## src/rtl/viterbi_pkg.sv

```systemverilog
// Shared constants, FSM state type and trellis helper for the K=3, rate-1/2
// Viterbi frame controller.
package viterbi_pkg;

  localparam int unsigned K          = 3;
  localparam int unsigned STATE_W    = K - 1;
  localparam int unsigned NUM_STATES = 2 ** STATE_W;
  localparam int unsigned TB_DEPTH   = 15;
  localparam int unsigned ADDR_W     = $clog2(TB_DEPTH);

  typedef enum logic [1:0] {
    StIdle,
    StRecv,
    StTb,
    StOut
  } state_e;

  // State s = {u_t, u_(t-1)}; its predecessor is {u_(t-1), decision bit of s}.
  function automatic logic [STATE_W-1:0] prev_state(input logic [STATE_W-1:0]    state,
                                                    input logic [NUM_STATES-1:0] decision);
    return {state[STATE_W-2:0], decision[state]};
  endfunction

endpackage

```

## src/rtl/viterbi_ctrl_if.sv

```systemverilog
// Signal bundle between the Viterbi frame controller and its surroundings
// (symbol source, ACS/survivor datapath, decoded-bit sink).
//   master : controller view (drives ready, ACS strobes, survivor reads, decoded bits, errors)
//   slave  : environment view (drives symbols, survivor decisions, sink ready)
interface viterbi_ctrl_if;
  import viterbi_pkg::*;

  logic                  sym_valid;
  logic                  sym_ready;
  logic                  sym_last;
  logic                  acs_en;
  logic                  acs_first;
  logic [ADDR_W-1:0]     acs_addr;
  logic                  tb_rd_en;
  logic [ADDR_W-1:0]     tb_rd_addr;
  logic [NUM_STATES-1:0] tb_surv;
  logic                  dec_valid;
  logic                  dec_ready;
  logic                  dec_bit;
  logic                  dec_last;
  logic                  err_short;
  logic                  err_ovf;

  modport master (
    input  sym_valid, sym_last, tb_surv, dec_ready,
    output sym_ready, acs_en, acs_first, acs_addr, tb_rd_en, tb_rd_addr,
           dec_valid, dec_bit, dec_last, err_short, err_ovf
  );

  modport slave (
    output sym_valid, sym_last, tb_surv, dec_ready,
    input  sym_ready, acs_en, acs_first, acs_addr, tb_rd_en, tb_rd_addr,
           dec_valid, dec_bit, dec_last, err_short, err_ovf
  );

endinterface

```

## src/rtl/viterbi_out_buf.sv

```systemverilog
// Decoded-bit buffer: TB_DEPTH bits written by index during traceback, read
// back in index order through a registered valid/ready port.
//   clk, rst_n        : clock, async active-low reset (read port only)
//   wr_en/wr_idx/wr_bit : write one decoded bit at an index
//   rd_active         : read port enabled; dropping it rewinds the read pointer
//   rd_last_idx       : index of the final bit of the frame
//   rd_valid/rd_ready/rd_bit/rd_last : in-order read handshake
module viterbi_out_buf
  import viterbi_pkg::*;
(
  input  logic              clk,
  input  logic              rst_n,
  input  logic              wr_en,
  input  logic [ADDR_W-1:0] wr_idx,
  input  logic              wr_bit,
  input  logic              rd_active,
  input  logic [ADDR_W-1:0] rd_last_idx,
  output logic              rd_valid,
  input  logic              rd_ready,
  output logic              rd_bit,
  output logic              rd_last
);

  logic [TB_DEPTH-1:0] mem_q;
  logic [ADDR_W-1:0]   ptr_q, ptr_d;
  logic                valid_q, valid_d;
  logic                bit_q, bit_d;
  logic                last_q, last_d;
  logic                load;

  // Storage is not reset; contents are only read after being written.
  always_ff @(posedge clk) begin
    if (wr_en) mem_q[wr_idx] <= wr_bit;
  end

  // Load a new bit when the output slot is empty or being emptied, except
  // after the last bit (the controller leaves the output state on that beat).
  assign load = rd_active & (~valid_q | (rd_ready & ~last_q));

  always_comb begin
    ptr_d   = ptr_q;
    valid_d = valid_q;
    bit_d   = bit_q;
    last_d  = last_q;
    if (load) begin
      valid_d = 1'b1;
      bit_d   = mem_q[ptr_q];
      last_d  = (ptr_q == rd_last_idx);
      ptr_d   = ptr_q + ADDR_W'(1);
    end else if (valid_q && rd_ready) begin
      valid_d = 1'b0;
      bit_d   = 1'b0;
      last_d  = 1'b0;
    end
    if (!rd_active) ptr_d = '0;
  end

  always_ff @(posedge clk or negedge rst_n) begin
    if (!rst_n) begin
      ptr_q   <= '0;
      valid_q <= 1'b0;
      bit_q   <= 1'b0;
      last_q  <= 1'b0;
    end else begin
      ptr_q   <= ptr_d;
      valid_q <= valid_d;
      bit_q   <= bit_d;
      last_q  <= last_d;
    end
  end

  assign rd_valid = valid_q;
  assign rd_bit   = bit_q;
  assign rd_last  = last_q;

endmodule

```

## src/rtl/viterbi_ctrl.sv

```systemverilog
// Frame sequencer for the K=3 rate-1/2 Viterbi datapath. Accepts symbols,
// strobes the ACS unit with survivor write addresses, then walks the survivor
// memory backwards one address per cycle and streams out the decoded bits.
//   clk, rst_n : clock, async active-low reset
//   bus        : viterbi_ctrl_if.master (symbol in, ACS strobes, survivor
//                reads, decoded-bit out, error pulses); all outputs registered
module viterbi_ctrl
  import viterbi_pkg::*;
(
  input logic            clk,
  input logic            rst_n,
  viterbi_ctrl_if.master bus
);

  state_e              state_q, state_d;
  logic [ADDR_W-1:0]   n_q, n_d;
  logic                sym_ready_q, sym_ready_d;
  logic                acs_en_q, acs_en_d;
  logic                acs_first_q, acs_first_d;
  logic [ADDR_W-1:0]   acs_addr_q, acs_addr_d;
  logic                err_short_q, err_short_d;
  logic                err_ovf_q, err_ovf_d;
  logic                tb_rd_en_q, tb_rd_en_d;
  logic [ADDR_W-1:0]   tb_rd_addr_q, tb_rd_addr_d;
  logic                rd_vld_q;
  logic [ADDR_W-1:0]   rd_vld_addr_q;
  logic [STATE_W-1:0]  tb_state_q, tb_state_d;

  logic                sym_hs, frame_end;
  logic                buf_wr_en;
  logic [ADDR_W-1:0]   buf_wr_idx;
  logic                dec_valid, dec_bit, dec_last;

  assign sym_hs    = bus.sym_valid & sym_ready_q;
  assign frame_end = sym_hs & (bus.sym_last | (n_q == ADDR_W'(TB_DEPTH - 1)));

  always_comb begin
    state_d      = state_q;
    n_d          = n_q;
    sym_ready_d  = sym_ready_q;
    acs_en_d     = 1'b0;
    acs_first_d  = 1'b0;
    acs_addr_d   = acs_addr_q;
    err_short_d  = 1'b0;
    err_ovf_d    = 1'b0;
    tb_rd_en_d   = 1'b0;
    tb_rd_addr_d = tb_rd_addr_q;
    unique case (state_q)
      StIdle, StRecv: begin
        sym_ready_d = 1'b1;
        if (sym_hs) begin
          n_d         = n_q + ADDR_W'(1);
          acs_en_d    = 1'b1;
          acs_first_d = (n_q == '0);
          acs_addr_d  = n_q;
          state_d     = StRecv;
          if (frame_end) begin
            sym_ready_d = 1'b0;
            // Without sym_last the frame can only have ended by hitting depth.
            err_ovf_d   = ~bus.sym_last;
            if (n_q < ADDR_W'(2)) begin
              err_short_d = 1'b1;
              n_d         = '0;
              state_d     = StIdle;
            end else begin
              state_d = StTb;
            end
          end
        end
      end
      StTb: begin
        // One idle cycle on entry, then addresses n-1 down to 0.
        if (!tb_rd_en_q) begin
          tb_rd_en_d   = 1'b1;
          tb_rd_addr_d = n_q - ADDR_W'(1);
        end else if (tb_rd_addr_q == '0) begin
          state_d = StOut;
        end else begin
          tb_rd_en_d   = 1'b1;
          tb_rd_addr_d = tb_rd_addr_q - ADDR_W'(1);
        end
      end
      StOut: begin
        if (dec_valid && bus.dec_ready && dec_last) begin
          state_d     = StIdle;
          n_d         = '0;
          sym_ready_d = 1'b1;
        end
      end
      default: state_d = StIdle;
    endcase
  end

  // Traceback: decoded u_t = s_t[1] = s_(t+1)[0], so buffer[t] is written
  // while consuming the decisions from address t+1. This lands buffer[0]
  // before the output stage reads it; address 0's vector only moves the state.
  always_comb begin
    tb_state_d = tb_state_q;
    buf_wr_en  = 1'b0;
    buf_wr_idx = '0;
    if (state_q inside {StIdle, StRecv}) begin
      tb_state_d = '0;
    end else if (rd_vld_q) begin
      tb_state_d = prev_state(tb_state_q, bus.tb_surv);
      // Addresses n-1 would yield u_(n-2), a tail bit, so they are skipped.
      if (rd_vld_addr_q != '0 && rd_vld_addr_q <= n_q - ADDR_W'(2)) begin
        buf_wr_en  = 1'b1;
        buf_wr_idx = rd_vld_addr_q - ADDR_W'(1);
      end
    end
  end

  always_ff @(posedge clk or negedge rst_n) begin
    if (!rst_n) begin
      state_q       <= StIdle;
      n_q           <= '0;
      sym_ready_q   <= 1'b0;
      acs_en_q      <= 1'b0;
      acs_first_q   <= 1'b0;
      acs_addr_q    <= '0;
      err_short_q   <= 1'b0;
      err_ovf_q     <= 1'b0;
      tb_rd_en_q    <= 1'b0;
      tb_rd_addr_q  <= '0;
      rd_vld_q      <= 1'b0;
      rd_vld_addr_q <= '0;
      tb_state_q    <= '0;
    end else begin
      state_q       <= state_d;
      n_q           <= n_d;
      sym_ready_q   <= sym_ready_d;
      acs_en_q      <= acs_en_d;
      acs_first_q   <= acs_first_d;
      acs_addr_q    <= acs_addr_d;
      err_short_q   <= err_short_d;
      err_ovf_q     <= err_ovf_d;
      tb_rd_en_q    <= tb_rd_en_d;
      tb_rd_addr_q  <= tb_rd_addr_d;
      rd_vld_q      <= tb_rd_en_q;
      rd_vld_addr_q <= tb_rd_addr_q;
      tb_state_q    <= tb_state_d;
    end
  end

  viterbi_out_buf u_out_buf (
    .clk         (clk),
    .rst_n       (rst_n),
    .wr_en       (buf_wr_en),
    .wr_idx      (buf_wr_idx),
    .wr_bit      (tb_state_q[0]),
    .rd_active   (state_q == StOut),
    .rd_last_idx (n_q - ADDR_W'(3)),
    .rd_valid    (dec_valid),
    .rd_ready    (bus.dec_ready),
    .rd_bit      (dec_bit),
    .rd_last     (dec_last)
  );

  assign bus.sym_ready  = sym_ready_q;
  assign bus.acs_en     = acs_en_q;
  assign bus.acs_first  = acs_first_q;
  assign bus.acs_addr   = acs_addr_q;
  assign bus.tb_rd_en   = tb_rd_en_q;
  assign bus.tb_rd_addr = tb_rd_addr_q;
  assign bus.dec_valid  = dec_valid;
  assign bus.dec_bit    = dec_bit;
  assign bus.dec_last   = dec_last;
  assign bus.err_short  = err_short_q;
  assign bus.err_ovf    = err_ovf_q;

endmodule
```

## src/flat_wrapper.sv

```systemverilog
// flat-port wrapper written by rule: the top's interface ports become plain ports
module viterbi_ctrl_flat import viterbi_pkg::*;
  (clk, rst_n, bus_sym_valid, bus_sym_last, bus_tb_surv, bus_dec_ready, bus_sym_ready, bus_acs_en, bus_acs_first, bus_acs_addr, bus_tb_rd_en, bus_tb_rd_addr, bus_dec_valid, bus_dec_bit, bus_dec_last, bus_err_short, bus_err_ovf);
  viterbi_ctrl_if bus_i ();
  input logic clk;
  input logic rst_n;
  input wire logic [$bits(bus_i.sym_valid)-1:0] bus_sym_valid;
  input wire logic [$bits(bus_i.sym_last)-1:0] bus_sym_last;
  input wire logic [$bits(bus_i.tb_surv)-1:0] bus_tb_surv;
  input wire logic [$bits(bus_i.dec_ready)-1:0] bus_dec_ready;
  output wire logic [$bits(bus_i.sym_ready)-1:0] bus_sym_ready;
  output wire logic [$bits(bus_i.acs_en)-1:0] bus_acs_en;
  output wire logic [$bits(bus_i.acs_first)-1:0] bus_acs_first;
  output wire logic [$bits(bus_i.acs_addr)-1:0] bus_acs_addr;
  output wire logic [$bits(bus_i.tb_rd_en)-1:0] bus_tb_rd_en;
  output wire logic [$bits(bus_i.tb_rd_addr)-1:0] bus_tb_rd_addr;
  output wire logic [$bits(bus_i.dec_valid)-1:0] bus_dec_valid;
  output wire logic [$bits(bus_i.dec_bit)-1:0] bus_dec_bit;
  output wire logic [$bits(bus_i.dec_last)-1:0] bus_dec_last;
  output wire logic [$bits(bus_i.err_short)-1:0] bus_err_short;
  output wire logic [$bits(bus_i.err_ovf)-1:0] bus_err_ovf;
  assign bus_i.sym_valid = bus_sym_valid;
  assign bus_i.sym_last = bus_sym_last;
  assign bus_i.tb_surv = bus_tb_surv;
  assign bus_i.dec_ready = bus_dec_ready;
  assign bus_sym_ready = bus_i.sym_ready;
  assign bus_acs_en = bus_i.acs_en;
  assign bus_acs_first = bus_i.acs_first;
  assign bus_acs_addr = bus_i.acs_addr;
  assign bus_tb_rd_en = bus_i.tb_rd_en;
  assign bus_tb_rd_addr = bus_i.tb_rd_addr;
  assign bus_dec_valid = bus_i.dec_valid;
  assign bus_dec_bit = bus_i.dec_bit;
  assign bus_dec_last = bus_i.dec_last;
  assign bus_err_short = bus_i.err_short;
  assign bus_err_ovf = bus_i.err_ovf;
  viterbi_ctrl u_core (.clk(clk), .rst_n(rst_n), .bus(bus_i));
endmodule
```

## config.mk

```make
export PLATFORM = sky130hd
export DESIGN_NAME = viterbi_ctrl_flat
export DESIGN_NICKNAME = d
export VERILOG_FILES = /design/src/rtl/viterbi_pkg.sv /design/src/rtl/viterbi_ctrl_if.sv /design/src/rtl/viterbi_out_buf.sv /design/src/rtl/viterbi_ctrl.sv /design/src/flat_wrapper.sv
export SDC_FILE = /design/constraint.sdc
export NUM_CORES = 1
export LEC_CHECK = 0
export CORE_MARGIN = 5
export CORE_UTILIZATION = 50
export CTS_CLUSTER_SIZE = 40
export DETAILED_ROUTE_END_ITERATION = 8
export PLACE_DENSITY = 0.81
export SYNTH_ARGS = -nofsm -noshare
export SYNTH_HDL_FRONTEND = slang
export SYNTH_SLANG_ARGS = --single-unit
```

## constraint.sdc

```tcl
create_clock -name clk -period 3.8 [get_ports clk]
set_clock_uncertainty 0.2 [all_clocks]
set_input_delay 0.76 -clock clk [delete_from_list [all_inputs] [get_ports clk]]
set_output_delay 0.76 -clock clk [all_outputs]
set_load 0.01 [all_outputs]
```

* Word-level counts from Yosys, hierarchy flattened
Index checks and enable logic that the tools add are counted.
W data, S select, Z words.
** Operators by class
- Add/sub/neg operators :: 7
- Multiply operators :: 0
- Div/mod/pow operators :: 0
- Order comparisons :: 6
- Eq/ne operators :: 11
- Shift-type cells :: 0
- Multiplexer cells :: 53
- Bitwise operators :: 9
- Reduce and logical (&&, ||, !) cells :: 18
** Operator list (count)
- $mux W4 :: 11
- $mux W1 :: 27
- $mux W2 :: 8
- $bwmux W15 :: 1
- $sub A4 B1 Y4 const B :: 3
- $lt A4 B5 Y1 const B :: 2
- $ne A2 B1 Y1 const B :: 5
- $add A4 B1 Y4 const B :: 2
- $logic_not A4 Y1 :: 2
- $pmux W4 S2 :: 1
- $reduce_bool A2 Y1 :: 4
- $sub A4 B2 Y4 const B :: 2
- $pmux W2 S3 :: 1
- $reduce_and A2 Y1 :: 3
- $and A1 B1 Y1 :: 4
- $bmux W1 S4 :: 1
- $demux W1 S4 :: 1
- $eq A2 B2 Y1 const B :: 2
- $eq A4 B4 Y1 :: 1
- $eq A4 B4 Y1 const B :: 1
- $ge A4 B1 Y1 const B :: 1
- $le A4 B4 Y1 :: 1
- $logic_and A1 B1 Y1 :: 4
- $lt A4 B2 Y1 const B :: 1
- 12 further kinds :: 15
** Word-level totals
- Register bits after elaboration :: 49
- Bits in latches :: 0
- Memory bits (writable) :: 0
- Bits in read-only memories :: 0
- Input port bits :: 9
- Output and inout bits :: 17
- Memories :: 0

* Logic depth before layout (Yosys ltp)
Gate-level depths: netlist of the first run.
- Depth in word-level cells :: 11
- Gate-level depth with buffers :: 9

* By module
A second synthesis of the first run with hierarchy kept.
** Second synthesis, totals
- Cells, all modules :: 235
- Area total of the unflattened synthesis :: 2556.2 um^2
** By module, submodules not included
- viterbi_ctrl :: instances 1, cells each 142, area an instance 1461.4 um^2, seq. area each 675.6 um^2
- viterbi_out_buf :: instances 1, cells each 93, area an instance 1094.8 um^2, seq. area each 625.6 um^2

* Least setup slack after synthesis of the first run
Ideal clock, no wire load.
- Kind :: flip-flop to flip-flop
- From :: reg u_core.n_q[2]
- To :: reg u_core.u_out_buf.mem_q[0] (enable)
- Library setup time :: 326 ps
- Arrival :: 1971 ps
- Required time :: 3274 ps
- Slack :: 1302 ps
- Stages on the path, launching flop included :: 10
- Buffers on the path :: 1
- Period minus slack after synthesis :: 2498 ps
- Path through :: dfrtp_1 > buf_2 > inv_1 > ha_1 > xnor2_1 > ha_1 > nand4_1 > a211oi_2 > nand2_1 > nor4_1
** On the way
- Longest elaborated chain between the ends :: 6
** Ends and longest elaborated chain
- from (decl) :: line viterbi_ctrl.sv:16 : logic [ADDR_W-1:0] n_q, n_d;
- from (signal assigned) :: line viterbi_ctrl.sv:130 : n_q <= n_d;
- $sub A4 B2 Y4 :: line viterbi_ctrl.sv:106 : if (rd_vld_addr_q != '0 && rd_vld_addr_q <= n_q - ADDR_W'(2)) begin
- $le A4 B4 Y1 :: line viterbi_ctrl.sv:106
- $logic_and A1 B1 Y1 :: line viterbi_ctrl.sv:106
- $mux W1 :: line viterbi_ctrl.sv:106
- $mux W1 :: line viterbi_ctrl.sv:103 : end else if (rd_vld_q) begin
- $mux W1 :: line viterbi_ctrl.sv:101 : if (state_q inside {StIdle, StRecv}) begin
- to (signal, indexed assignment) :: line viterbi_out_buf.sv:33 : if (wr_en) mem_q[wr_idx] <= wr_bit;
- to (decl) :: line viterbi_out_buf.sv:24 : logic [TB_DEPTH-1:0] mem_q;
No other way between the ends.
A chain may end at the register's enable or synchronous reset.

* Final worst setup path of the first run
- From :: reg u_core.n_q[2]
- To :: reg u_core.u_out_buf.mem_q[8] (enable)
The elaborated chain is that of the path after synthesis.

==> results of run 1 <==
## where the power goes
part	switching [mW]	total (mW)	internal (mW)
combinational	0.569	1.05	0.477
sequential	0.228	0.923	0.695
clock	0.167	0.294	0.128
## layout by cell type (no fill, tap or decap), drive strengths merged, types with 2 or more instances in the layout
cell type,n
dfrtp,34
nand2,26
clkdlybuf4s50,25
nor4,15
edfxtp,15
ha,13
o21ai,13
mux2i,12
inv,11
xnor2,10
nor2,10
a21oi,9
nand3,7
clkbuf,6
xor2,5
nand2b,5
nand4,3
nor2b,3
nand3b,3
nor3b,2
a22o,2
or3,2
o211ai,2
mux4,2
clkinv,2
buf,2
a211oi,2
nor3,2
a221oi,2
## cell families after synthesis
kind of cell,Yosys count,share of synthesized area
compound gates,34,0.0877
xor+xnor,15,0.0523
fa+ha+maj,13,0.0648
buf+inv,19,0.0354
flops,49,0.518
mux,15,0.0717
simple gates,81,0.170
## layout make-up
type	count	area [sq um]
Fill cell	390	1890
Sequential cell	49	1300
Multi-Input combinational cell	158	1120
Timing Repair Buffer	27	265
Tap cell	67	83.8
Clock buffer	6	72.6
Inverter	11	41.3
Clock inverter	2	10.0
## final timing paths
check / slack [ns] / end / start / cells past startpoint
setup / recovery: 0.97 / u_core.u_out_buf.mem_q[8]$_DFFE_PP_ / u_core.n_q[2]$_DFFE_PN0P_ / 8
hold / removal: 0.27 / u_core.rd_vld_addr_q[1]$_DFF_PN0_ / u_core.bus.tb_rd_addr[1]$_DFFE_PN0P_ / 0
setup reg to reg: 0.97 / u_core.u_out_buf.mem_q[8]$_DFFE_PP_ / u_core.n_q[2]$_DFFE_PN0P_ / 8
hold reg to reg: 0.27 / u_core.rd_vld_addr_q[1]$_DFF_PN0_ / u_core.bus.tb_rd_addr[1]$_DFFE_PN0P_ / 0
max in group asynchronous: 2.44 / u_core.bus.tb_rd_addr[0]$_DFFE_PN0P_ / rst_n / 2
min in group asynchronous: 0.65 / u_core.bus.sym_ready$_DFFE_PN0P_ / rst_n / 2
## layer usage
layer | vias up | track usage | wire, um
met5 | - | 0 | 0
met4 | 0 | 0.0811 | 125
met3 | 11 | 0.0322 | 218
met2 | 36 | 0.277 | 2330
met1 | 868 | 0.222 | 2190
li1 | 871 | - | -
## state kept, by name (all words and copies together), names as in the netlist, 2 cells and up
register	cells
u_core.bus.acs_addr	4
u_core.bus.tb_rd_addr	4
u_core.n_q	4
u_core.rd_vld_addr_q	4
u_core.state_q	2
u_core.tb_state_q	2
u_core.u_out_buf.mem_q	15
u_core.u_out_buf.ptr_q	4
## critical path: cells and delay by family, from the launching register on
| kind | cells | cell delay [ns] |
|---|---|---|
| adder cells (fa/ha/maj) | 2 | 0.52 |
| buffers and inverters | 1 | 0.13 |
| flip-flops | 1 | 0.55 |
| XOR/XNOR | 1 | 0.13 |
| AO/OA/AOI/OAI | 1 | 0.26 |
| AND/OR/NAND/NOR | 3 | 0.73 |
==> results.cfg, run 1 <==
[run_status]
status = finished, final reports clean

[drt]
route.detailed.drc = 0
drtAntennaViolNets = 0
routed_wl_mm = 4.86
drt-pass1-iter-count = 4
drt-initial-drc-count = 134
wl_per_cell_um = 15.2
vias_per_cell = 5.58
vias = 1786

[power]
peakVddDrop_mv = 0.445
power.leakage_nw = 1.17
power.density_nw_per_um2 = 782
power_mw = 2.26

[clocking]
clock-root-buffer = clkbuf_8
cts_hold_buf = 0
cts_resized = 0
cts_buffers = 5
cts_tree = yes
cts.sinks = 49
clk_path_buf_depth = 2
clk_pin_slew_ns = 0.09
cts_max_level = 2
postCtsSetupRepairBufs = 0
clk_latency_ns = 0.30

[sta]
hold_violations = 0
max_freq_mhz = 354
fin_setup_tns_ns = 0
setup_viol = 0
finalHoldWorstSlack_ns = 0.267
drv_slew = 0
finalWorstSetupSlack_ns = 0.974
maxSlewHeadroom = 0.585
worst_pin_slew_ns = 0.618
rsz0062_at_grt = false
period_share = 0.744
min_period_ns = 2.83

[logic_synthesis]
synth.ff_latch_count = 49
ys_seq_area_frac = 0.518
yosys-top-cells-area = dfrtp_1 34%, edfxtp_1 18%, ha_1 6.5%
synthArstFlopShare = 0.694
synth-edff-count = 15
ys_warn_count = 0
synth_nets = 248
synthDominantCellAreaShare = 0.339
syn_area_per_cell_sq_um = 11.1
synth_common_cells = 34 x dfrtp_1, 26 x nand2_1, 15 x edfxtp_1, 15 x nor4_1, 13 x ha_1
synth_cells = 226
ys_types = 43
yosysTopAreaCell = dfrtp_1
synthesis.area_sq_um = 2510
yosysMostFrequentCell = dfrtp_1
synthFlopType = dfrtp_1

[global_routing]
grt_max_degree = 35
grt_pass1_vias = 1844
grt_pass1_wl_mm = 8.66
antenna_found_initial = 0
grt_usage = 0.171
grt_overflow = 0

[finish]
stdcell_area_sq_um = 2900
num-nets-final = 274
final_util = 0.605
instances_no_fill = 320
syn_to_final_growth_pct = 15.3
drive_gt1_frac = 0.0672
diodes = 0

[floorplan]
start_util = 0.525
dieArea_sq_um = 6540
core_area_sq_um = 4790
die_y_um = 80.9
die_w_um = 80.9
fp-row-count = 25
io_pins = 26

[critical_path]
worstSetupPathType = reg2reg
critPathRequiredTime_ns = 3.58
path_max_fanout = 11
crit_chain = inv_1, ha_1, xnor2_1, ha_1, nand4_1, a211oi_2, nand2_1, nor4_1
cp.arrival_ns = 2.61
max_stage_delay_ns = 0.55
path_common_cell = ha_1
cp-start-kind = flop
critical_path.endpoint_type = flop
critical-path-slowest-cell = dfrtp_1

[placed_design]
place_area_sq_um = 2810
dpl.cell_count = 312
io_buffers = 25
place_ws_ns = 1.00
place_hpwl_mm = 3.51
gp_congestion = 0.833

[job]
cap_viol_max_count = 0

[hold_path]
hold_path_class = reg2reg
(Power assumes the default switching activity.)
==> run 2: changes to the inputs <==
--- a/config.mk
+++ b/config.mk
@@ -9,7 +9,7 @@
 export CORE_UTILIZATION = 50
 export CTS_CLUSTER_SIZE = 40
 export DETAILED_ROUTE_END_ITERATION = 8
-export PLACE_DENSITY = 0.81
+export PLACE_DENSITY = 0.83
 export SYNTH_ARGS = -nofsm -noshare
 export SYNTH_HDL_FRONTEND = slang
 export SYNTH_SLANG_ARGS = --single-unit
==> constraint.sdc (replaced) <==
create_clock -name clk -period 2.5 [get_ports clk]
set_clock_uncertainty 0.2 [all_clocks]
set_input_delay 0.5 -clock clk [delete_from_list [all_inputs] [get_ports clk]]
set_output_delay 0.5 -clock clk [all_outputs]
set_load 0.01 [all_outputs]
==> run 2 against run 1 <==
The run now ends with setup timing left. Global-route usage up 0.98 points. Fmax is 11% higher. Critical path type unchanged. Total power up 80%. Highest routed layer unchanged.
==> results.cfg, run 2 (synthesis gave the netlist of run 1 again) <==
[global_routing]
grt_usage = 0.181
grt_pass1_wl_mm = 8.85
grt.busiest_layer = met2
grt_overflow = 0
use_met2 = 0.292
antenna_found_initial = 0
grt_use_met3 = 0.0443
grt_max_degree = 35
grt_pass1_vias = 1904
use_met1 = 0.223

[power]
power.leakage_nw = 1.26
power.density_nw_per_um2 = 1270
power_mw = 4.07
peakVddDrop_mv = 0.869

[floorplan]
dieArea_sq_um = 6540
die_y_um = 80.9
start_util = 0.525
fp-row-count = 25
die_w_um = 80.9
core_area_sq_um = 4790
io_pins = 26

[sta]
worst_pin_slew_ns = 1.26
period_share = 1.02
max_freq_mhz = 392
min_period_ns = 2.55
rsz0062_at_grt = true
finalHoldWorstSlack_ns = 0.275
drv_slew = 0
finalWorstSetupSlack_ns = -0.0485
maxSlewHeadroom = 0.156
setup_viol = 3
hold_violations = 0

[critical_path]
cp.arrival_ns = 2.33
critical_path.startpoint = u_core.n_q[1]$_DFFE_PN0P_
worstSetupPathType = reg2reg
regToRegSetupSlack_ns = -0.05
rr_startpoint = u_core.n_q[1]$_DFFE_PN0P_
critical_path.endpoint_type = flop
critPathRequiredTime_ns = 2.28
critPathCapture = u_core.u_out_buf.mem_q[10]$_DFFE_PP_
reg2reg_depth = 8
cp-start-kind = flop
path_max_fanout = 7
r2r-end = u_core.u_out_buf.mem_q[10]$_DFFE_PP_

[drt]
route.detailed.drc = 0
wl_per_cell_um = 17.0
drt-pass1-iter-count = 5
drt-initial-drc-count = 115
vias_per_cell = 5.67
vias = 1878
drtAntennaViolNets = 0
routed_wl_mm = 5.63

[placed_design]
io_buffers = 25
gp_congestion = 0.869
place_hpwl_mm = 3.79

[clocking]
clock-root-buffer = clkbuf_8
cts_hold_buf = 0
cts.sinks = 49
cts_buffers = 5
clk_latency_ns = 0.31
clk_pin_slew_ns = 0.09
cts_max_level = 2
clk_path_buf_depth = 2
cts_tree = yes

[run_status]
violations = setup timing
status = finished, violations left

[job]
cap_viol_max_count = 0

[finish]
final_cell_mix = 34 x dfrtp_1, 25 x nand2_1, 25 x clkdlybuf4s50_1, 15 x edfxtp_1
num-nets-final = 285
layout_commonest_cell = dfrtp_1
largest_reg_flops = 15
diodes = 0
drive_gt1_frac = 0.182
syn_to_final_growth_pct = 27.6
regMostFlops = u_core.u_out_buf.mem_q
num-fill-cells = 334

[hold_path]
hold_depth = 0
hold_start = u_core.bus.tb_rd_addr[1]$_DFFE_PN0P_
hold_path_class = reg2reg
[run 2: changes by cell type in the layout (fill, tap and decap cells not counted), sizes merged]
cell,previous run,this run
buf,2,13
clkinv,2,1
bufinv,0,1
[run 2: worst min path at each step]
stage / end / slack, ns
6_report: u_core.rd_vld_addr_q[1]$_DFF_PN0_ / 0.27
2_1_floorplan: u_core.bus.acs_addr[0]$_DFFE_PN0P_ / 0.004
5_1_grt: u_core.rd_vld_addr_q[1]$_DFF_PN0_ / 0.30
3_5_place_dp: u_core.rd_vld_addr_q[1]$_DFF_PN0_ / 0.25
3_3_place_gp: u_core.rd_vld_addr_q[1]$_DFF_PN0_ / 0.23
4_1_cts: u_core.rd_vld_addr_q[1]$_DFF_PN0_ / 0.27
[run 2: timing repair]
action	in CTS	in global routing
gates resized for setup	9	22
setup endpoints to repair	15	15
pin swaps	5	8
endpoints found under the hold margin	0	0
cloned	0	0
setup buffers	1	4
[run 2: metal layers]
metal	vias up	share of wire
li1	892	-
met1	913	0.42
met2	56	0.50
met3	17	0.048
met4	0	0.031
met5	-	0
[run 2: where the power goes]
part | switching [mW] | internal (mW)
Clock | 0.272 | 0.301
Sequential | 0.311 | 1.06
Combinational | 1.24 | 0.894
[run 2: layout make-up]
class                   count  area [sq um]  area share
flip-flops and latches     49          1300       0.406
multi-input cells         158          1300       0.406
repair buffers             38           364       0.114
well taps                  67          83.8      0.0262
clock buffers               6          72.6      0.0227
inverters                  11          41.3      0.0129
clock inverters             2          38.8      0.0121
[run 2: through the flow]
stage / worst slack (ns) / area, sq um / instances / util / setup TNS, ns
4_1_cts: -0.0516 / 3030 / 327 / 0.632 / -0.232
3_5_place_dp: -0.146 / 2860 / 318 / 0.597 / -1.46
2_1_floorplan: 0.00229 / 2510 / 226 / - / 0
5_1_grt: -0.192 / 3200 / 331 / 0.669 / -1.17
3_3_place_gp: -0.0219 / 2860 / 318 / 0.597 / -0.120
6_report: -0.0485 / 3200 / 331 / 0.669 / -0.110
[run 2: worst max-delay path, cell delays in order, from the launching register on]
cell	delay, ns
dfrtp_1	0.38
inv_2	0.07
ha_4	0.16
xnor2_2	0.13
ha_1	0.29
nand4_1	0.13
a211oi_4	0.35
nand2b_2	0.20
nor4_1	0.30
==> run 3: changes to the inputs <==
--- a/config.mk
+++ b/config.mk
@@ -9,7 +9,7 @@
 export CORE_UTILIZATION = 50
 export CTS_CLUSTER_SIZE = 40
 export DETAILED_ROUTE_END_ITERATION = 8
-export PLACE_DENSITY = 0.83
+export PLACE_DENSITY_LB_ADDON = 0.08
 export SYNTH_ARGS = -nofsm -noshare
 export SYNTH_HDL_FRONTEND = slang
 export SYNTH_SLANG_ARGS = --single-unit
==> run 3 against run 2 <==
The run still ends with setup timing left. Global-route usage shrank 0.79 points. Die area is the same. Total power shrank 5.2%. Non-clock buffer count shrank 1. Cell area shrank 2.0%. Register-to-register slack is essentially flat. Largest power group unchanged. Clock power shrank 11%. Clock-buffer cell count grew 1. Wire length shrank 11%. Final cell count shrank 0.30%. Core utilization shrank 1.4 points.
==> results.cfg, run 3 (synthesis gave the netlist of run 1 again) <==
[run_status]
status = finished, violations left
violations = setup timing

[finish]
syn_to_final_growth_pct = 25.0
diodes = 0
final_cell_mix = 34 x dfrtp_1, 25 x nand2_1, 25 x clkdlybuf4s50_1, 15 x edfxtp_1
final_util = 0.656
instances_no_fill = 330
num-nets-final = 284
layout_commonest_cell = dfrtp_1
largest_reg_flops = 15
drive_gt1_frac = 0.163
regMostFlops = u_core.u_out_buf.mem_q

[global_routing]
grt_max_degree = 35
grt_pass1_vias = 1760
grt_usage = 0.173
grt_pass1_wl_mm = 8.60
grt_overflow = 0
antenna_found_initial = 0

[placed_design]
dpl.cell_count = 321
gp_congestion = 0.799
place_hpwl_mm = 3.47
io_buffers = 25

[sta]
hold_violations = 0
min_period_ns = 2.55
drv_slew = 0
rsz0062_at_grt = true
setup_viol = 1
max_freq_mhz = 392
fin_setup_tns_ns = -0.0488
worst_pin_slew_ns = 1.08
finalWorstSetupSlack_ns = -0.0488
period_share = 1.02
maxSlewHeadroom = 0.274

[floorplan]
core_area_sq_um = 4790
start_util = 0.525
die_w_um = 80.9
die_y_um = 80.9
dieArea_sq_um = 6540
fp-row-count = 25
io_pins = 26

[critical_path]
max_stage_delay_ns = 0.38
cp-start-kind = flop
worstSetupPathType = reg2reg
crit_chain = inv_1, ha_2, ha_1, nand4_1, a211oi_4, nand2_4, nor4_1
path_max_fanout = 7
critical_path.endpoint_type = flop
cp.arrival_ns = 2.33
critPathBufInv = 1
critical-path-slowest-cell = dfrtp_1
critPathRequiredTime_ns = 2.28
critical_path.top_delay_family = simple AND/OR/NAND/NOR gates

[drt]
drtAntennaViolNets = 0
vias_per_cell = 5.42
route.detailed.drc = 0
drt-initial-drc-count = 69
routed_wl_mm = 5.02
vias = 1790
wl_per_cell_um = 15.2
drt-pass1-iter-count = 4

[clocking]
cts_tree = yes
cts.sinks = 49
clk_pin_slew_ns = 0.09
clk_latency_ns = 0.30
cts_buffers = 5
clock-root-buffer = clkbuf_8
cts_max_level = 2
clk_path_buf_depth = 2
cts_hold_buf = 0

[power]
power.leakage_nw = 1.25
power_mw = 3.86
peakVddDrop_mv = 0.737
power.density_nw_per_um2 = 1230

[hold_path]
hold_path_class = reg2reg

[job]
cap_viol_max_count = 0
[run 3: where the power goes]
group	leakage [nW]	internal, mW	total (mW)	switching [mW]
clock network	0.0542	0.250	0.508	0.257
logic	0.623	0.847	2.00	1.15
registers	0.569	1.06	1.36	0.299
[run 3: stage by stage]
step	setup slack [ns]	cell area, sq um	hold WS (ns)
floorplan	0.00229	2510	0.00441
global placement	0.0775	2880	0.252
detailed placement	-0.0311	2880	0.256
CTS	0.00771	3000	0.275
global route	-0.213	3140	0.289
finish	-0.0488	3140	0.267
[run 3: repair_timing]
item / in CTS / in global routing
pin swaps: 0 / 10
resized for setup: 3 / 19
setup buffers: 0 / 1
cloned: 0 / 0
setup endpoints to repair: 3 / 15
[run 3: routing by layer]
metal / track usage / share of wire
met5: 0 / 0
met4: 0.0625 / 0.016
met3: 0.0410 / 0.049
met2: 0.250 / 0.44
met1: 0.253 / 0.50
[run 3: final timing paths]
check,startpoint,endpoint,slack (ns),depth (start not counted)
setup / recovery,u_core.n_q[2]$_DFFE_PN0P_,u_core.u_out_buf.mem_q[5]$_DFFE_PP_,-0.05,7
hold / removal,u_core.bus.tb_rd_addr[1]$_DFFE_PN0P_,u_core.rd_vld_addr_q[1]$_DFF_PN0_,0.27,0
setup reg to reg,u_core.n_q[2]$_DFFE_PN0P_,u_core.u_out_buf.mem_q[5]$_DFFE_PP_,-0.05,7
hold reg to reg,u_core.bus.tb_rd_addr[1]$_DFFE_PN0P_,u_core.rd_vld_addr_q[1]$_DFF_PN0_,0.27,0
max in group asynchronous,rst_n,u_core.rd_vld_addr_q[2]$_DFF_PN0_,1.39,2
min in group asynchronous,rst_n,u_core.u_out_buf.ptr_q[1]$_DFFE_PN0P_,0.40,2
[run 3: cell type report]
type | count | area [sq um]
fillers | 381 | 1650
clock inverters | 1 | 5.00
clock buffers | 7 | 96.3
inverters | 11 | 41.3
flip-flops and latches | 49 | 1300
repair buffers | 37 | 353
multi-input cells | 158 | 1260
well taps | 67 | 83.8
